<file path="src/rtl/div_unit.sv">
// div_unit -- iterative radix-2 restoring divider for RV32M DIV/DIVU/REM/REMU.
// One quotient bit is produced per cycle in CALC, followed by one sign fix-up
// cycle (FIX) and a one-cycle result pulse (DONE).
//
// Optional feature macro: DIV_EARLY_OUT_EN
//   When defined, divide-by-zero and signed overflow bypass CALC/FIX. The
//   special result is written at the accept edge and the FSM goes straight
//   to DONE. When undefined, every operation takes the full iterative path.
//   Results are identical in both builds.
//
// Ports:
//   clk        in   1     clock, rising edge
//   rst        in   1     asynchronous active-high reset
//   start      in   1     request; accepted when start & in_ready & divide opcode
//   operation  in   5     ALU opcode (DIV/DIVU/REM/REMU)
//   opa        in   XLEN  dividend
//   opb        in   XLEN  divisor
//   flush      in   1     synchronous kill of any in-flight operation
//   in_ready   out  1     high only in IDLE
//   busy       out  1     high in CALC/FIX/DONE
//   out_valid  out  1     one-cycle pulse in DONE
//   result     out  XLEN  quotient or remainder of the latched operation
module div_unit #(
  parameter int unsigned XLEN = 32
) (
  input  logic            clk,
  input  logic            rst,
  input  logic            start,
  input  logic [4:0]      operation,
  input  logic [XLEN-1:0] opa,
  input  logic [XLEN-1:0] opb,
  input  logic            flush,
  output logic            in_ready,
  output logic            busy,
  output logic            out_valid,
  output logic [XLEN-1:0] result
);

  localparam int unsigned CW = $clog2(XLEN + 1);

  // Opcode encodings shared with the ALU decode.
  localparam logic [4:0] ALU_DIV  = 5'h0E;
  localparam logic [4:0] ALU_DIVU = 5'h0F;
  localparam logic [4:0] ALU_REM  = 5'h10;
  localparam logic [4:0] ALU_REMU = 5'h11;

  typedef enum logic [1:0] {
    S_IDLE,
    S_CALC,
    S_FIX,
    S_DONE
  } state_e;

  state_e          state_q, state_d;
  logic [XLEN:0]   rem_q, rem_d;
  logic [XLEN-1:0] quo_q, quo_d;
  logic [XLEN-1:0] dvs_q, dvs_d;
  logic [XLEN-1:0] result_q, result_d;
  logic [CW-1:0]   cnt_q, cnt_d;
  logic            is_rem_q, is_rem_d;
  logic            neg_quo_q, neg_quo_d;
  logic            neg_rem_q, neg_rem_d;

  // Request decode
  logic            is_div_op;
  logic            op_signed;
  logic            op_rem;
  logic            a_neg;
  logic            b_neg;
  logic [XLEN-1:0] a_mag;
  logic [XLEN-1:0] b_mag;
  logic            accept;

  // Iteration datapath
  logic [XLEN+1:0] shifted;
  logic [XLEN+1:0] diff;
  logic            ge;
  logic [XLEN-1:0] quo_fix;
  logic [XLEN-1:0] rem_fix;

`ifdef DIV_EARLY_OUT_EN
  logic            div_zero;
  logic            sgn_ovf;
  logic [XLEN-1:0] special_res;
`endif

  always_comb begin
    is_div_op = (operation == ALU_DIV)  || (operation == ALU_DIVU) ||
                (operation == ALU_REM)  || (operation == ALU_REMU);
    op_signed = (operation == ALU_DIV)  || (operation == ALU_REM);
    op_rem    = (operation == ALU_REM)  || (operation == ALU_REMU);
    a_neg     = op_signed & opa[XLEN-1];
    b_neg     = op_signed & opb[XLEN-1];
    a_mag     = a_neg ? -opa : opa;
    b_mag     = b_neg ? -opb : opb;
    accept    = start & (state_q == S_IDLE) & is_div_op & ~flush;

    // Remainder is XLEN+1 bits; one extra guard bit makes the borrow visible.
    shifted   = {rem_q, quo_q[XLEN-1]};
    diff      = shifted - {2'b00, dvs_q};
    ge        = ~diff[XLEN+1];

    quo_fix   = neg_quo_q ? -quo_q : quo_q;
    rem_fix   = neg_rem_q ? -rem_q[XLEN-1:0] : rem_q[XLEN-1:0];
  end

`ifdef DIV_EARLY_OUT_EN
  always_comb begin
    div_zero    = (opb == '0);
    sgn_ovf     = op_signed & (opa == {1'b1, {(XLEN-1){1'b0}}}) & (opb == '1);
    special_res = div_zero ? (op_rem ? opa : '1) : (op_rem ? '0 : opa);
  end
`endif

  always_comb begin
    state_d   = state_q;
    rem_d     = rem_q;
    quo_d     = quo_q;
    dvs_d     = dvs_q;
    result_d  = result_q;
    cnt_d     = cnt_q;
    is_rem_d  = is_rem_q;
    neg_quo_d = neg_quo_q;
    neg_rem_d = neg_rem_q;

    if (flush) begin
      state_d = S_IDLE;
    end else begin
      case (state_q)
        S_IDLE: begin
          if (accept) begin
            rem_d     = '0;
            quo_d     = a_mag;
            dvs_d     = b_mag;
            cnt_d     = CW'(XLEN);
            is_rem_d  = op_rem;
            // A zero divisor yields an all-ones quotient magnitude; leaving it
            // un-negated gives -1 regardless of the dividend sign.
            neg_quo_d = (a_neg ^ b_neg) & (opb != '0);
            neg_rem_d = a_neg;
`ifdef DIV_EARLY_OUT_EN
            if (div_zero || sgn_ovf) begin
              result_d = special_res;
              state_d  = S_DONE;
            end else begin
              state_d  = S_CALC;
            end
`else
            state_d   = S_CALC;
`endif
          end
        end
        S_CALC: begin
          rem_d = ge ? diff[XLEN:0] : shifted[XLEN:0];
          quo_d = {quo_q[XLEN-2:0], ge};
          cnt_d = cnt_q - 1'b1;
          if (cnt_q == CW'(1)) begin
            state_d = S_FIX;
          end
        end
        S_FIX: begin
          result_d = is_rem_q ? rem_fix : quo_fix;
          state_d  = S_DONE;
        end
        S_DONE: begin
          state_d = S_IDLE;
        end
        default: begin
          state_d = S_IDLE;
        end
      endcase
    end
  end

  always_ff @(posedge clk or posedge rst) begin
    if (rst) begin
      state_q   <= S_IDLE;
      rem_q     <= '0;
      quo_q     <= '0;
      dvs_q     <= '0;
      result_q  <= '0;
      cnt_q     <= '0;
      is_rem_q  <= 1'b0;
      neg_quo_q <= 1'b0;
      neg_rem_q <= 1'b0;
    end else begin
      state_q   <= state_d;
      rem_q     <= rem_d;
      quo_q     <= quo_d;
      dvs_q     <= dvs_d;
      result_q  <= result_d;
      cnt_q     <= cnt_d;
      is_rem_q  <= is_rem_d;
      neg_quo_q <= neg_quo_d;
      neg_rem_q <= neg_rem_d;
    end
  end

  always_comb begin
    in_ready  = (state_q == S_IDLE);
    busy      = (state_q != S_IDLE);
    out_valid = (state_q == S_DONE);
    result    = result_q;
  end

endmodule

</file>
<file path="config.mk">
export PLATFORM = sky130hd
export DESIGN_NAME = div_unit
export DESIGN_NICKNAME = d
export VERILOG_FILES = /design/src/rtl/div_unit.sv
export SDC_FILE = /design/constraint.sdc
export NUM_CORES = 1
export LEC_CHECK = 0
export ABC_AREA = 1
export CAP_MARGIN = 20
export CORE_ASPECT_RATIO = 0.5
export CORE_MARGIN = 3
export CORE_UTILIZATION = 60
export DETAILED_ROUTE_END_ITERATION = 10
export PLACE_DENSITY = 0.9
export SETUP_SLACK_MARGIN = 0.5
export SLEW_MARGIN = 40
export SYNTH_ARGS = -nofsm -noshare
export SYNTH_HDL_FRONTEND = slang
export SYNTH_SLANG_ARGS = --single-unit
</file>
<file path="constraint.sdc">
create_clock -name clk -period 5.9 [get_ports clk]
set_input_delay 0.885 -clock clk [delete_from_list [all_inputs] [get_ports clk]]
set_output_delay 0.885 -clock clk [all_outputs]
set_load 0.1 [all_outputs]
</file>
==> impl_metrics.env <==
export IMPL_outcome="finished, final reports clean"
export IMPL_whs_ns=0.479
export IMPL_worstSetupPathType="input port to register"
export IMPL_crit_chain="clkdlybuf4s50_1 > inv_1 > o31ai_2 > inv_1 > nor2_2 > nand2_2 > o21ai_4 > nand2_4 > nor2_4 > o21ai_0 > nand3_1"
export IMPL_cp_slowest_cell="nor2_4"
export IMPL_ys_seq_area_frac=0.275
export IMPL_port_buffers=107
export IMPL_switching_share=0.528
export IMPL_die_h_um=109
export IMPL_worst_path_max_fanout=68
export IMPL_power_density_nw_per_um2=424
export IMPL_synth_area_leader_cell="dfrtp_1"
export IMPL_synthesis_area_um2=12700
export IMPL_place_inst=2446
export IMPL_worstPathArrival_ns=4.11
export IMPL_fillers=1777
export IMPL_post_cts_resized=0
export IMPL_cp_start_kind="input port"
export IMPL_syn_avg_cell_area_um2=5.97
export IMPL_cts_setup_buffers=0
export IMPL_num_vias=13600
export IMPL_ys_flop_type="dfrtp_1"
export IMPL_p_leak_uw=0.00778
export IMPL_finClkSkew_ns=0.0101
export IMPL_clk_pin_slew_ns=0.06
export IMPL_synth_edf_count=0
export IMPL_fin_ws_ns=2.14
export IMPL_wl_per_cell_um=14.4
export IMPL_pre_cts_ws_ns=1.71
export IMPL_antenna_found_initial=1
export IMPL_vdd_drop_max_uv=363
export IMPL_setup_tns_ns=0
export IMPL_rows=36
export IMPL_critPathMaxStageDelay_ns=0.76
export IMPL_numCtsBuffers=17
export IMPL_cts_root_buf="clkbuf_16"
export IMPL_holdBufCountCts=0
export IMPL_crit_top_cell="inv_1"
export IMPL_max_slew_margin_rel=0.468
export IMPL_syn_nets=2250
export IMPL_seq_power_share=0.264
export IMPL_setup_viol=0
export IMPL_tritoncts="done"
export IMPL_final_cell_count_no_fill=2479
export IMPL_cap_violations=0
export IMPL_ant_nets=0
export IMPL_ys_async_sr_fraction=1.00
export IMPL_hp_class="register to register"
export IMPL_min_period_ns=3.76
export IMPL_total_power_uw=6040
export IMPL_cts_buffer_depth=2
export IMPL_grt_pass1_wl_um=59700
export IMPL_grt_pass1_vias=12400
export IMPL_dieArea_um2=23100
export IMPL_clock_sinks=140
export IMPL_clock_insertion_delay_worst_skew_ns=0.43
export IMPL_cp_end_kind="register"
export IMPL_internal_power_uw=2850
export IMPL_p_clk_frac=0.180
export IMPL_hold_violations=0
export IMPL_tightest_slew_ns=0.798
export IMPL_ys_ff_latch=140
export IMPL_drt_pass1_iter_count=6
export IMPL_path_buf_inv=3
export IMPL_yosysTopAreaCellShare=0.275
export IMPL_p_sw_uw=3190
export IMPL_crit_family="simple AND/OR/NAND/NOR gates"
export IMPL_area_growth_pct=12.0
export IMPL_drt_initial_drc_count=1565
export IMPL_drv_slew=0
export IMPL_synth_cell_types=43
export IMPL_grt_total_usage=0.320
export IMPL_drive_above_1_share=0.0520
export IMPL_diodes=0
export IMPL_ios=108
export IMPL_yosys_warnings=0
export IMPL_overflow=0
export IMPL_num_nets_final=2316
export IMPL_max_freq_ghz=0.266
export IMPL_globalplace_congestion=0.989
export IMPL_drc=0
export IMPL_cp_required_ns=6.26
export IMPL_period_share=0.637
export IMPL_die_w_um=212
export IMPL_grt_max_degree=105
export IMPL_hpwl_um=27000
export IMPL_h_tree_depth=4
export IMPL_rsz0062_at_grt="no"
export IMPL_syn_inst=2134
export IMPL_via_per_inst=5.50
export IMPL_coreArea_um2=20100
export IMPL_p_comb_frac=0.556
export IMPL_wirelength_um=35700
export IMPL_netlist_top_cells_area="dfrtp_1, nand2_1, nand3_1"
export IMPL_start_util=0.632
## metrics by stage
stage / utilization / instance area [um2]
3_5_place_dp: 0.678 / 13600
3_3_place_gp: 0.686 / 13800
6_report: 0.709 / 14300
5_1_grt: 0.709 / 14300
4_1_cts: 0.708 / 14200
2_1_floorplan: - / 12700
## routing by layer
metal	global-route usage	share of wire	vias up
met3	0.0555	0.098	64
met4	0.0816	0.018	0
met2	0.511	0.43	570
met1	0.453	0.46	6095
li1	-	-	6902
met5	0	0	-
## final cells by class
class	instances	area, um2	area share
timing repair buffer	115	968	0.0679
inverter	331	1250	0.0876
tap	266	333	0.0233
sequential	140	3500	0.246
multi-input combinational	1595	7610	0.534
clock buffer	22	484	0.0339
clock inverter	10	114	0.00798
## final timing paths
check,startpoint,to,slack (ns),cells past startpoint
max,operation[1],quo_q[20]$_DFFE_PP0P_,2.14,11
min,result[25]$_DFFE_PP0P_,result[25]$_DFFE_PP0P_,0.48,2
max reg2reg,state_q[0]$_DFFE_PP0P_,quo_q[20]$_DFFE_PP0P_,2.41,12
min reg2reg,result[25]$_DFFE_PP0P_,result[25]$_DFFE_PP0P_,0.48,2
max in group asynchronous,rst,result[10]$_DFFE_PP0P_,3.96,3
min in group asynchronous,rst,result[27]$_DFFE_PP0P_,0.99,2
## worst reg2reg max path: cells and delay by family, from the launching register on
family / cells / cell delay, ns
adders and majority gates: 1 / 0.28
DFF: 1 / 0.41
buffers and inverters: 2 / 0.20
and+or+nand+nor: 7 / 2.07
AOI/OAI and AO/OA: 2 / 0.47
## synth_stat cells (2+ instances only)
master,count
clkinv_1,2
nor4_1,4
nand2_1,699
o31ai_1,2
inv_1,324
xor2_1,31
nand2_4,4
clkbuf_1,20
o211ai_1,2
a21oi_1,51
xnor2_1,18
buf_1,7
nor2_1,198
ha_1,42
nand4_1,28
o22ai_1,3
nand2_2,6
and2_1,4
buf_2,23
nand3_1,311
a31oi_1,16
buf_4,11
o21ai_0,112
inv_2,5
or2_2,9
nand3b_1,12
buf_6,7
o21ai_1,5
nand3_2,4
dfrtp_1,140
nor3_1,20
nor2_2,3
## flip-flops by register name (all words and copies together) (netlist names)
name       flops
cnt_q          6
is_rem_q       1
neg_rem_q      1
neg_quo_q      1
result        32
state_q        2
dvs_q         32
rem_q         33
quo_q         32
## layout by cell type (no fill, tap or decap), types with 5 or more instances in the layout
master / Yosys / final
buf_4: 11 / 7
nor2_1: 198 / 197
nand2_1: 699 / 699
or2_2: 9 / 9
buf_2: 23 / 35
inv_1: 324 / 322
o21ai_0: 112 / 112
nor3_1: 20 / 20
a31oi_1: 16 / 16
nand2_2: 6 / 6
nand4_1: 28 / 28
xnor2_1: 18 / 18
dfrtp_1: 140 / 140
clkbuf_16: 0 / 17
ha_1: 42 / 42
inv_2: 5 / 6
nand3_1: 311 / 311
xor2_1: 31 / 31
clkdlybuf4s50_1: 0 / 72
nand3b_1: 12 / 12
o21ai_1: 5 / 5
a21oi_1: 51 / 51
## cell families (layout without fill, tap and decap cells)
family                   Yosys count  count (layout)  share of synthesized area
flip-flops                       140             140                      0.275
XOR/XNOR                          49              49                     0.0337
AO/OA/AOI/OAI                    197             197                     0.0826
adder cells (fa/ha/maj)           43              43                     0.0428
buffers and inverters            399             478                      0.127
AND/OR/NAND/NOR                 1306            1306                      0.438
## power by group through the flow
stage                     logic, uW  clock network (uW)  registers, uW
final                          3360                1090           1590
after floorplan                1900                   0           2280
after global placement         3340                   0           1590
after global routing           3700                1130           1630
after CTS                      3330                1090           1580
after detailed placement       3300                   0           1590
(Power assumes the default switching activity.)
==> patch, RTL diff (same settings) <==
`result_q` no longer has a reset.
--- a/src/rtl/div_unit.sv
+++ b/src/rtl/div_unit.sv
@@ -180,3 +180,2 @@
       dvs_q     <= '0;
-      result_q  <= '0;
       cnt_q     <= '0;
@@ -190,3 +189,2 @@
       dvs_q     <= dvs_d;
-      result_q  <= result_d;
       cnt_q     <= cnt_d;
@@ -198,2 +196,6 @@
 
+  always_ff @(posedge clk) begin
+    result_q <= result_d;
+  end
+
   always_comb begin
Function: no difference found for any inputs over 4 cycles, from zero or initial values and one cycle with rst high; that may be too few to reach the edited logic, so the function may still have changed.
==> patch against the original RTL <==
Synthesized area down 2.5%. Sequential cell count unchanged. Cell area fell by 1.4%. Wire length is 0.64% higher. Worst setup slack worse by 0.089 ns. First-iteration DRC count is 14% higher. Total power decreased by 7.8%. Via count shrank 4.2%. Critical endpoint is now quo_q[0]. Highest routed layer is now met5.
==> patch: results (changes against the original RTL) <==
<table>
<tr><th>Metric</th><th>Value</th></tr>
<tr><th colspan="2">Status</th></tr>
<tr><td>Run status</td><td>finished clean</td></tr>
<tr><th colspan="2">Pwr</th></tr>
<tr><td>Switching fraction of total power</td><td>46.5% (-6.2 points)</td></tr>
<tr><td>VDD IR-drop max</td><td>0.204 mV (-44%)</td></tr>
<tr><td>Leakage power</td><td>7.28 nW (-6.4%)</td></tr>
<tr><th colspan="2">Timing</th></tr>
<tr><td>Transition time at the pin with the least slew margin</td><td>0.788 ns (-0.00934 ns)</td></tr>
<tr><td>Worst-case clock skew</td><td>0.0101 ns (+0.0000385 ns)</td></tr>
<tr><td>Minimum clock period after layout</td><td>3.85 ns (+0.0894 ns)</td></tr>
<tr><th colspan="2">Cells and area</th></tr>
<tr><td>Share of final-layout standard cells stronger than drive strength 1</td><td>7.63% (+2.4 points)</td></tr>
<tr><th colspan="2">GRT</th></tr>
<tr><td>GR Util All Layers</td><td>32.0% (+0.065 points)</td></tr>
<tr><td>Maximum number of pins on one net before global-route repair</td><td>70 (-33%)</td></tr>
<tr><td>First-pass GRT wire length</td><td>58500 microns (-2.0%)</td></tr>
<tr><td>Vias in the first global route</td><td>11700 (-5.5%)</td></tr>
<tr><th colspan="2">Worst hold path</th></tr>
<tr><td>Beginning of the worst hold path</td><td>dvs_q[24]</td></tr>
<tr><th colspan="2">Logic synthesis</th></tr>
<tr><td>Share of Yosys cell area claimed by the top area cell type</td><td>21.8% (-5.7 points)</td></tr>
<tr><td>Number of flops mapped to enable cells by yosys</td><td>32 (+32)</td></tr>
<tr><td>Sequential-to-total area share from yosys stat</td><td>29.5% (+2.0 points)</td></tr>
<tr><td>Post-Syn Area per Cell</td><td>6.38 sq um (+6.9%)</td></tr>
<tr><td>Synth unique cells</td><td>51 (+19%)</td></tr>
<tr><td>Fraction of registers with async set or reset after synthesis</td><td>77.1% (-23 points)</td></tr>
<tr><td>Synth cell count leaders</td><td>nand2_1 (564), inv_1 (300), nand3_1 (194)</td></tr>
<tr><td>Cell types with the largest area share after synthesis</td><td>dfrtp_1 (22%), nand2_1 (17%), inv_1 (9.1%)</td></tr>
<tr><th colspan="2">Critical path</th></tr>
<tr><td>Worst reg-to-reg setup slack</td><td>2.26 ns (-0.15 ns)</td></tr>
<tr><th colspan="2">Detailed routing</th></tr>
<tr><td>DR WL/cell</td><td>15.7 microns (+8.6%)</td></tr>
<tr><td>Routed Wire Length</td><td>36000 microns (+0.64%)</td></tr>
<tr><td>Vias after detailed routing</td><td>13100 (-4.2%)</td></tr>
<tr><th colspan="2">Place</th></tr>
<tr><td>Placement Setup Slack</td><td>1.73 ns (+0.0235 ns)</td></tr>
</table>
## patch: cell count changes after synthesis, moves of 19 or more
cell / before / now
nand2_1: 699 / 564
nand3_1: 311 / 194
nor2_1: 198 / 163
dfrtp_1: 140 / 108
edfxtp_1: 0 / 32
a21oi_1: 51 / 82
inv_1: 324 / 300
o21ai_0: 112 / 132
nand3_2: 4 / 23
## patch: metrics by stage
step,instance area [sq um],util [%],total power (W),hold slack [ns]
floorplan,12400,-,0.00354,0.449
global route,14100,70.8,0.00594,0.518
global placement,13500,68.1,0.00415,0.464
CTS,14100,70.8,0.00551,0.488
finish,14100,70.8,0.00557,0.485
detailed placement,13400,67.2,0.00418,0.474
## patch: kinds of logic after synthesis
| kind of cell | synth area share [%] |
|---|---|
| AOI/OAI and AO/OA | 12.1 |
| and+or+nand+nor | 39.0 |
| DFF | 29.5 |
| buffers and inverters | 12.4 |
| adders and majority gates | 4.39 |
| xor gates and xnor gates | 2.54 |
## patch: layout make-up
cell class              count  area, sq um
multi-input cells        1430         7210
repair buffers            116          963
flip-flops and latches    140         3660
clock inverters             9          204
well taps                 266          333
inverters                 314         1190
fillers                  1674         5790
clock buffers              23          509
## patch: worst max-delay path, cell delays in order
cell and delay, ns:
clkdlybuf4s50_1 0.50, nor2_1 0.18, nand2_1 0.08, inv_2 0.05, o21ai_1 0.09, nor2_4 0.08, buf_4 0.43, a21oi_4 0.04
buf_4 0.33, inv_4 0.38, nand2_4 0.15, inv_2 0.61, nand3_1 0.19, o211ai_1 0.16
## patch: routing by layer
metal	track usage (%)	part of all wire [%]	vias up
met2	47.8	42	688
li1	-	-	6429
met1	45.9	45	5848
met4	9.07	2.3	4
met3	8.36	11	85
met5	0	0.056	-
## patch: path summary, 6_finish.rpt
kind / endpoint / cells after the start
worst max-delay path: quo_q[0] / 14
worst min-delay path: dvs_q[24] / 2
min in group asynchronous: state_q[1] / 2
worst min register to register: dvs_q[24] / 2
worst max register to register: quo_q[0] / 16
max in group asynchronous: dvs_q[6] / 3
## patch: power groups by stage
| stage | combinational [W] | clock [W] | sequential [W] |
|---|---|---|---|
| floorplan | 0.00181 | 0 | 0.00173 |
| finish | 0.00270 | 0.00131 | 0.00157 |
| CTS | 0.00265 | 0.00130 | 0.00156 |
| global route | 0.00299 | 0.00134 | 0.00160 |
| detailed placement | 0.00262 | 0 | 0.00157 |
| global placement | 0.00259 | 0 | 0.00156 |
